File: src/rtl/ram_arbiter.sv
// rtl/ram_arbiter.sv - two-port arbiter/sequencer for the shared RAM
// Define RAM_ARB_FIXED_PRIO_EN for fixed priority (port 0 wins ties); default is round-robin.
module ram_arbiter #(
  parameter int AW     = 8,
  parameter int DW     = 8,
  parameter int RD_LAT = 1
) (
  input  logic          clk,
  input  logic          rst,
  input  logic          req0,
  input  logic          req1,
  input  logic          we0,
  input  logic          we1,
  input  logic [AW-1:0] addr0,
  input  logic [AW-1:0] addr1,
  input  logic [DW-1:0] wdata0,
  input  logic [DW-1:0] wdata1,
  output logic          gnt0,
  output logic          gnt1,
  output logic          rvalid0,
  output logic          rvalid1,
  output logic [DW-1:0] rdata0,
  output logic [DW-1:0] rdata1,
  output logic          busy,
  output logic          ram_read,
  output logic          ram_write,
  output logic [AW-1:0] ram_addr,
  output logic [DW-1:0] ram_data,
  input  logic [DW-1:0] ram_out
);

  typedef enum logic [1:0] {S_IDLE, S_ISSUE, S_WAIT} state_t;

  state_t     state;
  logic       rr_last;
  logic       cur;
  logic [2:0] cnt;
  logic       win;
  logic       win_we;

  always_comb begin
    win = req1;
    if (req0 && req1) begin
`ifdef RAM_ARB_FIXED_PRIO_EN
      win = 1'b0;
`else
      win = ~rr_last;
`endif
    end
    win_we = win ? we1 : we0;
  end

  always_ff @(posedge clk) begin
    if (rst) begin
      state     <= S_IDLE;
      rr_last   <= 1'b1;
      cur       <= 1'b0;
      cnt       <= 3'd0;
      gnt0      <= 1'b0;
      gnt1      <= 1'b0;
      rvalid0   <= 1'b0;
      rvalid1   <= 1'b0;
      rdata0    <= '0;
      rdata1    <= '0;
      busy      <= 1'b0;
      ram_read  <= 1'b0;
      ram_write <= 1'b0;
      ram_addr  <= '0;
      ram_data  <= '0;
    end else begin
      // Strobes are single-cycle pulses; only the IDLE/WAIT branches raise them.
      gnt0      <= 1'b0;
      gnt1      <= 1'b0;
      rvalid0   <= 1'b0;
      rvalid1   <= 1'b0;
      ram_read  <= 1'b0;
      ram_write <= 1'b0;
      case (state)
        S_IDLE: begin
          if (req0 || req1) begin
            cur       <= win;
            rr_last   <= win;
            gnt0      <= ~win;
            gnt1      <= win;
            ram_addr  <= win ? addr1 : addr0;
            ram_data  <= win ? wdata1 : wdata0;
            ram_write <= win_we;
            ram_read  <= ~win_we;
            busy      <= 1'b1;
            state     <= S_ISSUE;
          end
        end
        S_ISSUE: begin
          if (ram_write) begin
            busy  <= 1'b0;
            state <= S_IDLE;
          end else begin
            cnt   <= 3'(RD_LAT);
            state <= S_WAIT;
          end
        end
        S_WAIT: begin
          if (cnt == 3'd1) begin
            if (cur) begin
              rdata1  <= ram_out;
              rvalid1 <= 1'b1;
            end else begin
              rdata0  <= ram_out;
              rvalid0 <= 1'b1;
            end
            cnt   <= 3'd0;
            busy  <= 1'b0;
            state <= S_IDLE;
          end else begin
            cnt <= cnt - 3'd1;
          end
        end
        default: begin
          busy  <= 1'b0;
          state <= S_IDLE;
        end
      endcase
    end
  end

endmodule

File: config.mk
export PLATFORM = sky130hd
export DESIGN_NAME = ram_arbiter
export DESIGN_NICKNAME = d
export VERILOG_FILES = /design/src/rtl/ram_arbiter.sv
export SDC_FILE = /design/constraint.sdc
export NUM_CORES = 1
export LEC_CHECK = 0
export CELL_PAD_IN_SITES_DETAIL_PLACEMENT = 1
export CELL_PAD_IN_SITES_GLOBAL_PLACEMENT = 1
export CORE_UTILIZATION = 30
export CTS_CLUSTER_SIZE = 40
export DETAILED_ROUTE_END_ITERATION = 10
export GPL_TIMING_DRIVEN = 0
export MAX_ROUTING_LAYER = met4
export PLACE_DENSITY_LB_ADDON = 0.1
export SYNTH_ARGS = -nofsm -noshare
export SYNTH_HDL_FRONTEND = slang
export SYNTH_SLANG_ARGS = --single-unit
File: constraint.sdc
create_clock -name clk -period 1.94 [get_ports clk]
set_clock_uncertainty 0.15 [all_clocks]
set_input_delay 0.291 -clock clk [delete_from_list [all_inputs] [get_ports clk]]
set_output_delay 0.291 -clock clk [all_outputs]
set_load 0.1 [all_outputs]
; ---- Word-level counts from Yosys, hierarchy flattened
; Cells that the tools add are included.
[word_totals]
regBits = 46
in_bits = 46
elab_cells = 60
[classes]
n_addsub = 1
n_eq_ne = 7
mux = 17
n_bitwise = 8
n_reduce_logical = 12
[op_table]
columns = operator, count
row1 = $mux 8, 2
row2 = $reduce_and 3->1, 3
row3 = $ne 2x2->1 const B, 4
row4 = $not 1->1, 8
row5 = $mux 1, 7
row6 = $mux 2, 3
row7 = $mux 3, 2
row8 = $pmux 2 s3, 1
row9 = $pmux 3 s2, 1
row10 = $reduce_and 2->1, 3
row11 = $reduce_or 3->1, 2
row12 = $eq 3x1->1 const B, 1
row13 = $pmux 1 s3, 1
row14 = $sub 3x1->3 const B, 1
row15 = $eq 2x1->1 const B, 1
row16 = $eq 2x2->1 const B, 1
row17 = $logic_not 2->1, 1
row18 = $reduce_bool 2->1, 1
row19 = $logic_and 1x1->1, 1
row20 = $logic_or 1x1->1, 1

; ---- Depth between registers and ports, before layout
; Gate-level depths: netlist of the first run.
[depth]
word_depth = 4
depth_mapped = 6
ltp_nobuf = 5

; ---- Least setup slack after synthesis of the first run
; Ideal clock, no wire load.
[synth_path]
path_type = register -> register
startpoint = register ram_write
endpoint = register cnt[1]
setup_time_ps = 86
arrival_time_ps = 1457
setup_slack_ps = 248
path_stages_with_launch = 4
path_cell_list = dfxtp_1 -> or3b_1 -> o21ai_0 -> a211oi_1
[synth_between]
elab_chain_cells = 2
[synth_lines]
columns = element, line_no
row1 = start: declaration, 26  ; output logic ram_write,
row2 = start signal: assignment, 87  ; ram_write <= win_we;
row3 = $ne 2x2->1 (no source line), --
row4 = $reduce_and 2->1 (no source line), --
row5 = end signal: assignment, 98  ; cnt <= 3'(RD_LAT);
row6 = end signal: assignment, 115  ; cnt <= cnt - 3'd1;
row7 = end: declaration, 37  ; logic [2:0] cnt;
; No other way between the ends.
; A chain may end at the register's enable or synchronous reset.

; ---- Worst setup path after layout of the first run
[layout_path]
startpoint = register gnt0
endpoint = output gnt0
[layout_rtl]
columns = element, line_no
row1 = start: declaration, 18  ; output logic gnt0,
row2 = start signal: assignment, 83  ; gnt0 <= ~win;
; No word-level cell between the ends.

==> flow_summary.rst, run 1 <==
.. list-table::
   :header-rows: 1

   * - Metric
     - Value
   * - Run status
     - complete, no violations
   * - Final worst path period share
     - 0.975
   * - Count of buffers inserted at the top-level ports
     - 83
   * - Leading cell types by total area after synthesis
     - sky130_fd_sc_hd__dfxtp_1 47%, sky130_fd_sc_hd__mux2i_1 8.7%, sky130_fd_sc_hd__nand2b_1 7.7%, sky130_fd_sc_hd__a311oi_1 7.2%, sky130_fd_sc_hd__nand2_1 6.9%
   * - Die area
     - 6830 µm²
   * - Area delta synth->final
     - 47.8%
   * - Final hold violation count
     - 0
   * - Final antenna-violating net count
     - 0
   * - Critical-path cell list
     - clkdlybuf4s15_1
   * - Top cell type's share of synthesized area
     - 0.472
   * - Drt via density
     - 4.84
   * - Std cell rows
     - 29
   * - Number of buffers added to fix hold violations after cts
     - 0
   * - Fraction of synthesized area in multiplexers
     - 0.0872
   * - Crit. path cell count
     - 1
   * - Upper clock frequency limit
     - 529 MHz
   * - Area of the placeable core
     - 6310 µm²
   * - Area of the multi-input gates
     - 935 µm²
   * - Clock buffer count from CTS
     - 5
   * - Largest net degree at the start of global routing
     - 15
   * - Diode insertion count for antenna repair
     - 0
   * - Overall via count from detail_route
     - 1860
   * - Slew Viols, Final
     - 0
   * - Most frequent cell after synthesis
     - sky130_fd_sc_hd__dfxtp_1
   * - Effective utilization at floorplan
     - 0.309
   * - Count of H-tree levels built during CTS
     - 2
   * - Global-route wire length before repair
     - 8650 µm
   * - Max-cap viol count
     - 0
   * - Synth Area in Adders
     - 0.0128
   * - Final critical path time including I/O delays and setup
     - 1.89 ns
   * - End of the worst hold path
     - rdata1[3]$_SDFFE_PP0P_
   * - Average size of a mapped cell
     - 9.04 µm²
   * - Overall die width
     - 82.7 µm
   * - Mean routed wirelength per cell
     - 14.4 µm
   * - GPL Wtd Cong
     - 0.701
   * - Worst supply voltage drop on vdd
     - 0.000410 V
   * - Count of cell types in the netlist
     - 30
   * - Critical path peak fanout
     - 1
   * - P_leak
     - 1.17 nW
   * - Share of cells above drive strength 1
     - 0.192
   * - Cells after synthesis
     - 216
   * - Finish-stage setup viols
     - 0
   * - Path type of the worst setup path
     - flip-flop to output port
   * - Overall power consumption
     - 0.00269 W
   * - Number of clock sinks seen by CTS
     - 46
   * - Unrepaired setup endpoints after global routing
     - no
   * - Commonest register cell after synthesis
     - sky130_fd_sc_hd__dfxtp_1
   * - Hold path cells
     - 2
   * - Total standard cell area after synthesis
     - 1950 µm²
   * - Detailed Route Iter0 Violations
     - 50
   * - Power density relative to cell area
     - 932 nW/µm²
   * - Net count of the finished layout
     - 354
   * - Cell type contributing the most total cell area after synthesis
     - sky130_fd_sc_hd__dfxtp_1
   * - Synth cell count leaders
     - 46 x sky130_fd_sc_hd__dfxtp_1, 36 x sky130_fd_sc_hd__nand2_1, 24 x sky130_fd_sc_hd__nand2b_1, 22 x sky130_fd_sc_hd__a21oi_1, 17 x sky130_fd_sc_hd__mux2i_1
   * - Remaining DRCs
     - 0
   * - Initial antenna violation count
     - 0
   * - Data required, critical path
     - 1.50 ns
   * - Clock Tree Buf Depth
     - 2
   * - Filler cells
     - 772
   * - Fraction of the mapped netlist area in simple logic gates
     - 0.205
   * - Data arrival time of the critical path
     - 1.45 ns
   * - Slowest stage cell on the critical path
     - sky130_fd_sc_hd__clkdlybuf4s15_1
   * - HP Class
     - flip-flop to flip-flop
   * - Total of warnings raised by yosys
     - 0
   * - Worst-margin pin slew
     - 0.974 ns
   * - Synthesized-area fraction occupied by xor and xnor cells
     - 0
   * - Buffers plus inverters on the worst setup path
     - 1
   * - Clock root buffer
     - sky130_fd_sc_hd__clkbuf_8
   * - Delay-heaviest family, CP
     - buffers and inverters
   * - Cell Count Post-Placement
     - 376
   * - Clock latency reported for the late side of the worst-skew pair
     - 0.30 ns
   * - Number of cells on the worst reg-to-reg path
     - 6
   * - Detailed placement HPWL
     - 4030 µm
   * - FF-to-FF End
     - rdata0[0]$_SDFFE_PP0P_
   * - Post-detailed-routing wire length
     - 5550 µm
   * - Count of flip-flops with a built-in enable after synthesis
     - 0
   * - Rel. slew slack
     - 0.353
   * - Number of post-CTS setup repair buffers
     - 0
   * - Launch point of the worst reg-to-reg path
     - cnt[1]$_SDFFE_PP0P_
   * - Reg-to-reg setup timing slack
     - 0.24 ns
   * - Post-Syn Nets
     - 264
   * - Synth Area in Compound Gates
     - 0.174
   * - Maximum cell stage delay along the critical path
     - 0.83 ns
   * - Startpoint of the lowest-slack hold path
     - rdata1[3]$_SDFFE_PP0P_
   * - Largest family of logic cells by synthesized area
     - simple AND/OR/NAND/NOR gates
   * - Global route overflow
     - 0
   * - Proportion of synthesized chip area in sequential cells
     - 0.472
   * - Top-level I/O count
     - 85
   * - Aggregate global-route resource usage
     - 0.176
   * - Share of flip-flops with an asynchronous set or reset
     - 0
   * - Storage cell area
     - 921 µm²
   * - Clock tree from TritonCTS
     - done
   * - Register bit total from synthesis
     - 46
   * - Count of TritonRoute iterations in the first routing pass
     - 4
   * - Vias in the first global route
     - 1869
   * - Height of the chip
     - 82.7 µm
   * - Post-layout utilization of the core
     - 0.457
   * - Kind of launch point of the worst setup path
     - flip-flop
   * - Endpoint class of the critical path
     - output port
   * - Number of standard cells in the final layout excluding fillers
     - 384
   * - Clock edge transition at the registers on the reported setup and hold paths
     - 0.09 ns
## where the power goes
group | total (W) | leakage, nW | switching, W | internal [W]
clock | 0.000731 | 0.0514 | 0.000346 | 0.000385
sequential | 0.00106 | 0.377 | 0.0000453 | 0.00102
combinational | 0.000896 | 0.742 | 0.000647 | 0.000249
total | 0.00269 | 1.17 | 0.00104 | 0.00165
## cell families (layout without fill, tap and decap cells)
| group | count (synthesis) | count (layout) |
|---|---|---|
| AND/OR/NAND/NOR | 80 | 80 |
| adder cells (fa/ha/maj) | 2 | 2 |
| multiplexers | 17 | 17 |
| flip-flops | 46 | 46 |
| buffers and inverters | 21 | 112 |
| AO/OA/AOI/OAI | 50 | 50 |
## through the flow
step | hold WS, ns | setup TNS [ns] | setup WS, ns | cell area [µm²]
after CTS | 0.336 | 0 | 0.000494 | 3000
final | 0.327 | 0 | 0.0480 | 2890
after floorplan | 0.301 | 0 | 0.248 | 1950
after global routing | 0.352 | 0 | 0.0000370 | 2890
after global placement | 0.311 | -2.24 | -0.215 | 2880
after detailed placement | 0.323 | -2.49 | -0.262 | 2880
## cell usage in the layout (no fill, tap or decap), drive strengths merged
master,instances
clkinvlp,1
nand2,36
mux2i,17
nor2b,1
or2,1
clkbuf,36
ha,2
clkdlybuf4s15,15
o21bai,1
inv,3
a21bo,2
a21boi,1
o21ai,4
and4,1
nor2,5
o21a,1
nand4,2
a311oi,16
nor4,1
a21oi,22
clkdlybuf4s50,44
bufinv,1
o211ai,2
nand2b,24
nor3,4
and3,1
or3b,1
or4,1
nor3b,1
a211oi,1
and2,1
buf,12
dfxtp,46
## worst reg2reg max path, cell delays in order, from the launching register on
cell and delay [ns]:
sky130_fd_sc_hd__dfxtp_1 0.32, sky130_fd_sc_hd__inv_1 0.07, sky130_fd_sc_hd__ha_1 0.22, sky130_fd_sc_hd__nand2_1 0.10
sky130_fd_sc_hd__or4_1 0.39, sky130_fd_sc_hd__buf_2 0.21, sky130_fd_sc_hd__mux2i_1 0.14
## registers in the layout (all words and copies together) (netlist names)
signal     cells
ram_read       1
ram_write      1
rr_last        1
state          2
rdata0         8
busy           1
rdata1         8
ram_addr       8
cur            1
gnt1           1
gnt0           1
cnt            3
ram_data       8
rvalid1        1
rvalid0        1
## repair_timing
action / CTS / global route
setup endpoints to repair: 39 / 26
endpoints found under the hold margin: 0 / 0
pin swaps: 0 / 0
gates resized for setup: 86 / 29
## area by class of cell
cell class | instances | area share
multi-input combinational | 149 | 0.324
sequential | 46 | 0.319
tap | 77 | 0.0334
clock inverter | 2 | 0.0130
inverter | 3 | 0.00390
timing repair buffer | 83 | 0.252
buffer | 18 | 0.0295
clock buffer | 6 | 0.0252
## how the worst max path moves through the flow
| stage | from | to | slack, ns |
|---|---|---|---|
| floorplan | ram_write$_SDFF_PP0_ | cnt[1]$_SDFFE_PP0P_ | 0.25 |
| global placement | req1 | ram_addr[7]$_SDFFE_PP0P_ | -0.22 |
| detailed placement | req1 | ram_addr[7]$_SDFFE_PP0P_ | -0.26 |
| CTS | ram_addr[7]$_SDFFE_PP0P_ | ram_addr[7] | 0.0005 |
| global route | gnt0$_SDFF_PP0_ | gnt0 | 0.00004 |
| finish | gnt0$_SDFF_PP0_ | gnt0 | 0.05 |
## per-layer routing
metal / part of all wire / vias up / global-route usage
li1: - / 932 / -
met4: 0.014 / 0 / 0.0621
met2: 0.48 / 60 / 0.291
met3: 0.069 / 5 / 0.0560
met1: 0.43 / 863 / 0.201
met5: 0 / - / -
Note: power is estimated with default switching activity, not from simulation.
==> run 2: changes to the inputs <==
Settings changed: CAP_MARGIN from default to 40, CORE_UTILIZATION 30 to 27, SETUP_SLACK_MARGIN from default to 0.15.
Clock period 1.94 ns to 1.55 ns, I/O delays scaled along.
==> run 2 against run 1 <==
The run now ends with setup timing left. Via count increased by 9.4%. Register-to-register slack worse by 0.26 ns. Global-route usage increased by 2.2 points. Core utilization grew 11 points. Combinational power grew 91%. Clock power increased by 7.3%. Count of clock-buffer cells in the layout unchanged. Sequential power grew 28%. Worst hold slack lost 0.034 ns. Non-clock buffer count is 28 higher. Critical endpoint is now rdata0[0]$_SDFFE_PP0P_. Wire length increased by 27%.
==> flow_summary.rst, run 2 (synthesized netlist as in run 1, its figures left out) <==
.. list-table::
   :header-rows: 1

   * - Metric
     - Value
   * - Run status
     - finished, violations left
   * - Violations in the final reports
     - setup timing
   * - P_leak
     - 1.59 nW (+36%)
   * - Remaining DRCs
     - 0 (unchanged)
   * - Data arrival time of the critical path
     - 1.65 ns (+0.20 ns)
   * - Global-route wire length before repair
     - 11000 µm (+27%)
   * - Finish-stage setup viols
     - 4 (+4)
   * - Upper clock frequency limit
     - 636 MHz
   * - Kind of launch point of the worst setup path
     - flip-flop
   * - Clock latency reported for the late side of the worst-skew pair
     - 0.30 ns (about the same)
   * - Top-level I/O count
     - 85 (unchanged)
   * - Overall die width
     - 87.0 µm (+5.3%)
   * - Largest net degree at the start of global routing
     - 15 (unchanged)
   * - Count of H-tree levels built during CTS
     - 2 (unchanged)
   * - Drt via density
     - 4.72 (-2.5%)
   * - Count of TritonRoute iterations in the first routing pass
     - 4 (unchanged)
   * - Effective utilization at floorplan
     - 0.283 (-0.0265)
   * - Post-detailed-routing wire length
     - 7070 µm (+27%)
   * - Clock tree from TritonCTS
     - done
   * - Initial antenna violation count
     - 0 (unchanged)
   * - Overall power consumption
     - 0.00386 W (+43%)
   * - Top library cells by usage in the layout, fill and taps aside
     - 42 x sky130_fd_sc_hd__clkdlybuf4s50_1, 34 x sky130_fd_sc_hd__nand2_1, 30 x sky130_fd_sc_hd__buf_12
   * - Data required, critical path
     - 1.63 ns (+0.13 ns)
   * - Path type of the worst setup path
     - flip-flop to flip-flop
   * - Worst supply voltage drop on vdd
     - 0.000557 V (+36%)
   * - HP Class
     - primary input to flip-flop
   * - Area of the placeable core
     - 6910 µm² (+9.4%)
   * - Area of the multi-input gates
     - 1110 µm² (+19%)
   * - WHS
     - 0.292 ns (-0.0345 ns)
   * - Share of cells above drive strength 1
     - 0.430 (+0.238)
   * - Final worst path period share
     - 1.01
   * - Area delta synth->final
     - 102%
   * - Dpl ws
     - -0.585 ns (-0.323 ns)
   * - Height of the chip
     - 87.0 µm (+5.3%)
   * - Final antenna-violating net count
     - 0 (unchanged)
   * - Clock buffer count from CTS
     - 5 (unchanged)
   * - Post-layout utilization of the core
     - 0.571 (+0.114)
   * - Count of buffers inserted at the top-level ports
     - 83 (unchanged)
   * - Global route overflow
     - 0 (unchanged)
   * - Rel. slew slack
     - 0.581 (+0.228)
   * - Die area
     - 7570 µm² (+11%)
   * - Storage cell area
     - 951 µm² (+3.3%)
   * - Filler cells
     - 725 (-6.1%)
   * - Clock Tree Buf Depth
     - 2 (unchanged)
   * - Critical path peak fanout
     - 7 (+6)
   * - Final hold violation count
     - 0 (unchanged)
   * - Vias in the first global route
     - 2233 (+19%)
   * - Overall via count from detail_route
     - 2035 (+9.4%)
   * - Slew Viols, Final
     - 0 (unchanged)
   * - Net count of the finished layout
     - 382 (+7.9%)
   * - Power density relative to cell area
     - 978 nW/µm² (+4.9%)
   * - Total cell area at the placement stage
     - 3630 µm² (+26%)
   * - Diode insertion count for antenna repair
     - 0 (unchanged)
   * - Worst-margin pin slew
     - 0.622 ns (-0.352 ns)
   * - Endpoint class of the critical path
     - flip-flop
   * - Clock edge transition at the registers on the reported setup and hold paths
     - 0.09 ns (about the same)
   * - Aggregate global-route resource usage
     - 0.198 (+0.0216)
   * - Detailed placement HPWL
     - 4860 µm (+21%)
   * - Non-Filler Cell Area, Final
     - 3950 µm² (+37%)
   * - Setup slack of the critical path after layout
     - -0.0229 ns (-0.0710 ns)
   * - Clock root buffer
     - sky130_fd_sc_hd__clkbuf_8
   * - Std cell rows
     - 30 (+3.4%)
   * - Leading cell type in the layout, fill and taps excluded
     - sky130_fd_sc_hd__clkdlybuf4s50_1
   * - Number of clock sinks seen by CTS
     - 46 (unchanged)
   * - Reg-to-reg setup timing slack
     - -0.02 ns (-0.26 ns)
   * - GPL Wtd Cong
     - 0.738 (+5.2%)
   * - Max-cap viol count
     - 0 (unchanged)
   * - Final critical path time including I/O delays and setup
     - 1.57 ns
   * - Detailed Route Iter0 Violations
     - 34 (-32%)
   * - Unrepaired setup endpoints after global routing
     - yes
   * - Mean routed wirelength per cell
     - 16.4 µm (+14%)
## run 2: through the flow
stage / instances / setup TNS [ns]
after CTS: 429 / -0.0456
after global placement: 395 / -21.11
final: 431 / -0.0419
after floorplan: 216 / 0
after global routing: 431 / -0.773
after detailed placement: 434 / -11.31
## run 2: repair_timing
item | CTS | global route
buffers inserted | 7 | 2
resized for setup | 144 | 31
endpoints found under the setup margin | 78 | 43
hold buffers | 0 | 0
gates cloned | 1 | 0
pin swaps | 6 | 7
## run 2: power by group
part,total [W],internal (W),switching (W)
Clock,0.000784,0.000359,0.000425
Sequential,0.00136,0.00129,0.0000720
Combinational,0.00171,0.000745,0.000968
Total,0.00386,0.00239,0.00146
## run 2: path summary, 6_finish.rpt
check | start | cells after the start | endpoint
worst max register to register | cnt[1]$_SDFFE_PP0P_ | 6 | rdata0[0]$_SDFFE_PP0P_
worst min register to register | rdata1[4]$_SDFFE_PP0P_ | 2 | rdata1[4]$_SDFFE_PP0P_
worst min-delay path | req1 | 3 | rr_last$_SDFFE_PP1P_
worst max-delay path | cnt[1]$_SDFFE_PP0P_ | 6 | rdata0[0]$_SDFFE_PP0P_
## run 2: final cells by class
cell class / instances / share of cell area
inverter: 3 / 0.00349
sequential: 46 / 0.241
buffer: 18 / 0.0419
timing repair buffer: 111 / 0.377
clock buffer: 6 / 0.0209
multi-input combinational: 149 / 0.282
tap: 96 / 0.0304
clock inverter: 2 / 0.00317
## run 2: worst max-delay path: stages (launching register included)
cell and delay, ns:
sky130_fd_sc_hd__dfxtp_2 0.33, sky130_fd_sc_hd__inv_2 0.06, sky130_fd_sc_hd__ha_4 0.15, sky130_fd_sc_hd__nand2_4 0.05
sky130_fd_sc_hd__or4_4 0.42, sky130_fd_sc_hd__buf_8 0.16, sky130_fd_sc_hd__mux2i_1 0.17
## run 2: layer usage
| metal | vias up | global-route usage | share of wire |
|---|---|---|---|
| met5 | - | - | 0 |
| met4 | 0 | 0.0591 | 0.0085 |
| met3 | 5 | 0.0294 | 0.031 |
| met2 | 53 | 0.372 | 0.55 |
| met1 | 987 | 0.214 | 0.41 |
| li1 | 990 | - | - |
==> run 3: changes to the inputs <==
Settings changed: CORE_UTILIZATION 27 to 30, HOLD_SLACK_MARGIN from default to 0.08, PLACE_DENSITY from default to 0.8, PLACE_DENSITY_LB_ADDON 0.1 to default.
Clock period 1.55 ns to 1.79 ns, I/O delays scaled along.
==> run 3 against run 2 <==
The run now ends clean. Count of clock-buffer cells in the layout increased by 1. Core utilization increased by 1.8 points. Combinational power decreased by 20%. Critical path depth decreased by 4. Die area decreased by 9.8%. Total power decreased by 14%. Cell area decreased by 5.6%. Critical path type is now flip-flop to output port. Largest cell class unchanged. Highest routed layer unchanged.
==> flow_summary.rst, run 3 (synthesized netlist as in run 1, its figures left out) <==
.. list-table::
   :header-rows: 1

   * - Metric
     - Value
   * - Gate power share
     - 0.411 (-0.033)
   * - Worst setup endpoint
     - ram_data[4]
   * - Launch point of the worst reg-to-reg path
     - cnt[1]$_SDFFE_PP0P_
   * - HP Class
     - primary input to flip-flop
   * - Filler cells
     - 680 (-6.2%)
   * - Kind of launch point of the worst setup path
     - flip-flop
   * - Finish-stage setup viols
     - 0 (-4)
   * - Number of clock sinks seen by CTS
     - 46 (unchanged)
   * - Effective utilization at floorplan
     - 0.309 (+0.0265)
   * - Remaining DRCs
     - 0 (unchanged)
   * - Count of buffers inserted at the top-level ports
     - 83 (unchanged)
   * - Vias in the first global route
     - 2267 (+1.5%)
   * - Overall die width
     - 82.7 µm (-5.0%)
   * - Reg-to-reg setup timing slack
     - 0.17 ns (+0.19 ns)
   * - Overall power consumption
     - 0.00331 W (-14%)
   * - Height of the chip
     - 82.7 µm (-5.0%)
   * - Cell Int Power
     - 0.00208 W (-13%)
   * - Data required, critical path
     - 1.37 ns (-0.26 ns)
   * - Final antenna-violating net count
     - 0 (unchanged)
   * - Cell Count Post-Placement
     - 415 (-4.4%)
   * - Power density relative to cell area
     - 889 nW/µm² (-9.1%)
   * - P_leak
     - 1.53 nW (-3.8%)
   * - Global-route wire length before repair
     - 11900 µm (+8.7%)
   * - Total cell area at the placement stage
     - 3600 µm² (-0.83%)
   * - Number of buffers added to fix hold violations after cts
     - 0 (unchanged)
   * - Clock buffer count from CTS
     - 5 (unchanged)
   * - Max-cap viol count
     - 0 (unchanged)
   * - Clock network power share
     - 0.234 (+0.031)
   * - Top-level I/O count
     - 85 (unchanged)
   * - Mean routed wirelength per cell
     - 19.8 µm (+21%)
   * - Switching portion of total power
     - 0.372 (-0.00728)
   * - Detailed placement HPWL
     - 5720 µm (+18%)
   * - Reported net switching power
     - 0.00123 W (-16%)
   * - GPL Wtd Cong
     - 0.737 (-0.11%)
   * - Drt via density
     - 5.17 (+9.5%)
   * - Leading cell type in the layout, fill and taps excluded
     - sky130_fd_sc_hd__clkdlybuf4s50_1
   * - Unrepaired setup endpoints after global routing
     - yes
   * - Clock tree from TritonCTS
     - done
   * - Std cell rows
     - 29 (-3.3%)
   * - Number of cells on the worst reg-to-reg path
     - 6 (unchanged)
   * - Global route overflow
     - 0 (unchanged)
   * - Non-Filler Cell Area, Final
     - 3720 µm² (-5.6%)
   * - Die area
     - 6830 µm² (-9.8%)
   * - Buffers plus inverters on the worst setup path
     - 2 (unchanged)
   * - Overall via count from detail_route
     - 2083 (+2.4%)
   * - Critical-path cell list
     - dlygate4sd2_1, buf_16
   * - Relative contribution of sequential cells to total power
     - 0.355 (+0.002)
   * - Worst-margin pin slew
     - 0.502 ns (-0.120 ns)
   * - Maximum cell stage delay along the critical path
     - 0.37 ns (-0.05 ns)
   * - FF-to-FF End
     - rdata0[5]$_SDFFE_PP0P_
   * - Final worst path period share
     - 0.913
   * - Diode insertion count for antenna repair
     - 0 (unchanged)
   * - Area delta synth->final
     - 90.8%
   * - Critical path peak fanout
     - 2 (-5)
   * - Clock Tree Buf Depth
     - 2 (unchanged)
   * - Count of H-tree levels built during CTS
     - 2 (unchanged)
   * - Number of standard cells in the final layout excluding fillers
     - 403 (-6.5%)
   * - Path type of the worst setup path
     - flip-flop to output port
   * - Largest net degree at the start of global routing
     - 14 (-1)
   * - Hold path cells
     - 3 (unchanged)
   * - Delay-heaviest family, CP
     - buffers and inverters
   * - Rel. slew slack
     - 0.665 (+0.0838)
   * - Run status
     - complete, no violations
   * - Count of TritonRoute iterations in the first routing pass
     - 4 (unchanged)
   * - Post-detailed-routing wire length
     - 7970 µm (+13%)
   * - Clock latency reported for the late side of the worst-skew pair
     - 0.30 ns (about the same)
   * - Data arrival time of the critical path
     - 1.22 ns (-0.43 ns)
   * - Worst supply voltage drop on vdd
     - 0.000476 V (-15%)
   * - Slew Viols, Final
     - 0 (unchanged)
   * - Aggregate global-route resource usage
     - 0.249 (+0.0505)
   * - Share of cells above drive strength 1
     - 0.239 (-0.191)
   * - Detailed Route Iter0 Violations
     - 94 (+180%)
   * - Final hold violation count
     - 0 (unchanged)
   * - Initial antenna violation count
     - 0 (unchanged)
   * - Top library cells by usage in the layout, fill and taps aside
     - 42 x sky130_fd_sc_hd__clkdlybuf4s50_1, 41 x sky130_fd_sc_hd__dfxtp_1, 34 x sky130_fd_sc_hd__nand2_1
   * - Crit. path cell count
     - 2 (-4)
   * - Upper clock frequency limit
     - 612 MHz
   * - Final critical path time including I/O delays and setup
     - 1.63 ns
   * - Slowest stage cell on the critical path
     - sky130_fd_sc_hd__dfxtp_1
   * - Origin of the worst setup path
     - ram_data[4]$_SDFFE_PP0P_
   * - Net count of the finished layout
     - 373 (-2.4%)
   * - Clock edge transition at the registers on the reported setup and hold paths
     - 0.09 ns (about the same)
   * - Area of the placeable core
     - 6310 µm² (-8.6%)
   * - Endpoint class of the critical path
     - output port
   * - Clock root buffer
     - sky130_fd_sc_hd__clkbuf_8
-- run 3: cell count changes in the layout (fill, tap and decap cells not counted), sizes merged --
cell	change
bufinv	+1
buf	-27
clkinvlp	-1
clkbuf	+2
clkinv	-1
dlygate4sd2	+17
-- run 3: area by class of cell --
type,instances,area [µm²],area share
Timing Repair Buffer,102,1470,0.393
Multi-Input combinational cell,149,1010,0.270
Sequential cell,46,927,0.249
Buffer,18,111,0.0299
Tap cell,77,96.3,0.0259
Clock buffer,7,76.3,0.0205
Clock inverter,1,30.0,0.00806
Inverter,3,11.3,0.00302
-- run 3: per-stage QoR --
| stage | setup WS, ns | util | hold WS (ns) | setup TNS (ns) |
|---|---|---|---|---|
| finish | 0.156 | 0.590 | 0.360 | 0 |
| global route | 0.104 | 0.590 | 0.399 | 0 |
| CTS | 0.157 | 0.585 | 0.332 | 0 |
| detailed placement | -0.368 | 0.571 | 0.327 | -5.24 |
| global placement | -0.289 | 0.456 | 0.309 | -6.53 |
| floorplan | 0.244 | - | 0.278 | 0 |
-- run 3: metal layers --
metal  global-route usage  share of wire  routed length, µm
met5                    -              0                  0
met1                0.278           0.39               3140
met2                0.444           0.55               4420
met3               0.0385          0.024                195
met4               0.0897          0.026                209
-- run 3: what timing repair did --
| action | CTS | global route |
|---|---|---|
| setup endpoints to repair | 65 | 22 |
| gates resized for setup | 67 | 10 |
| pin swaps | 1 | 0 |
| setup buffers | 2 | 0 |
-- run 3: worst min path at each step --
stage / startpoint / end / slack (ns)
floorplan: addr0[0] / ram_addr[0]$_SDFFE_PP0P_ / 0.28
global placement: rdata1[1]$_SDFFE_PP0P_ / rdata1[1]$_SDFFE_PP0P_ / 0.31
detailed placement: rdata1[1]$_SDFFE_PP0P_ / rdata1[1]$_SDFFE_PP0P_ / 0.33
CTS: req1 / rr_last$_SDFFE_PP1P_ / 0.33
global route: ram_data[7]$_SDFFE_PP0P_ / ram_data[7]$_SDFFE_PP0P_ / 0.40
finish: rst / rdata0[2]$_SDFFE_PP0P_ / 0.36
-- run 3: worst register-to-register path, cell delays in order, from the launching register on --
cell,delay [ns]
sky130_fd_sc_hd__dfxtp_2,0.33
sky130_fd_sc_hd__inv_2,0.07
sky130_fd_sc_hd__ha_4,0.17
sky130_fd_sc_hd__nand2_4,0.07
sky130_fd_sc_hd__or4_4,0.43
sky130_fd_sc_hd__buf_8,0.16
sky130_fd_sc_hd__mux2i_1,0.17
-- run 3: power groups by stage --
stage	Clock, W	Combinational (W)	Sequential [W]
finish	0.000774	0.00136	0.00118
global route	0.000817	0.00142	0.00118
CTS	0.000780	0.00134	0.00117
detailed placement	0	0.00131	0.00118
global placement	0	0.00101	0.00117
floorplan	0	0.000255	0.00163
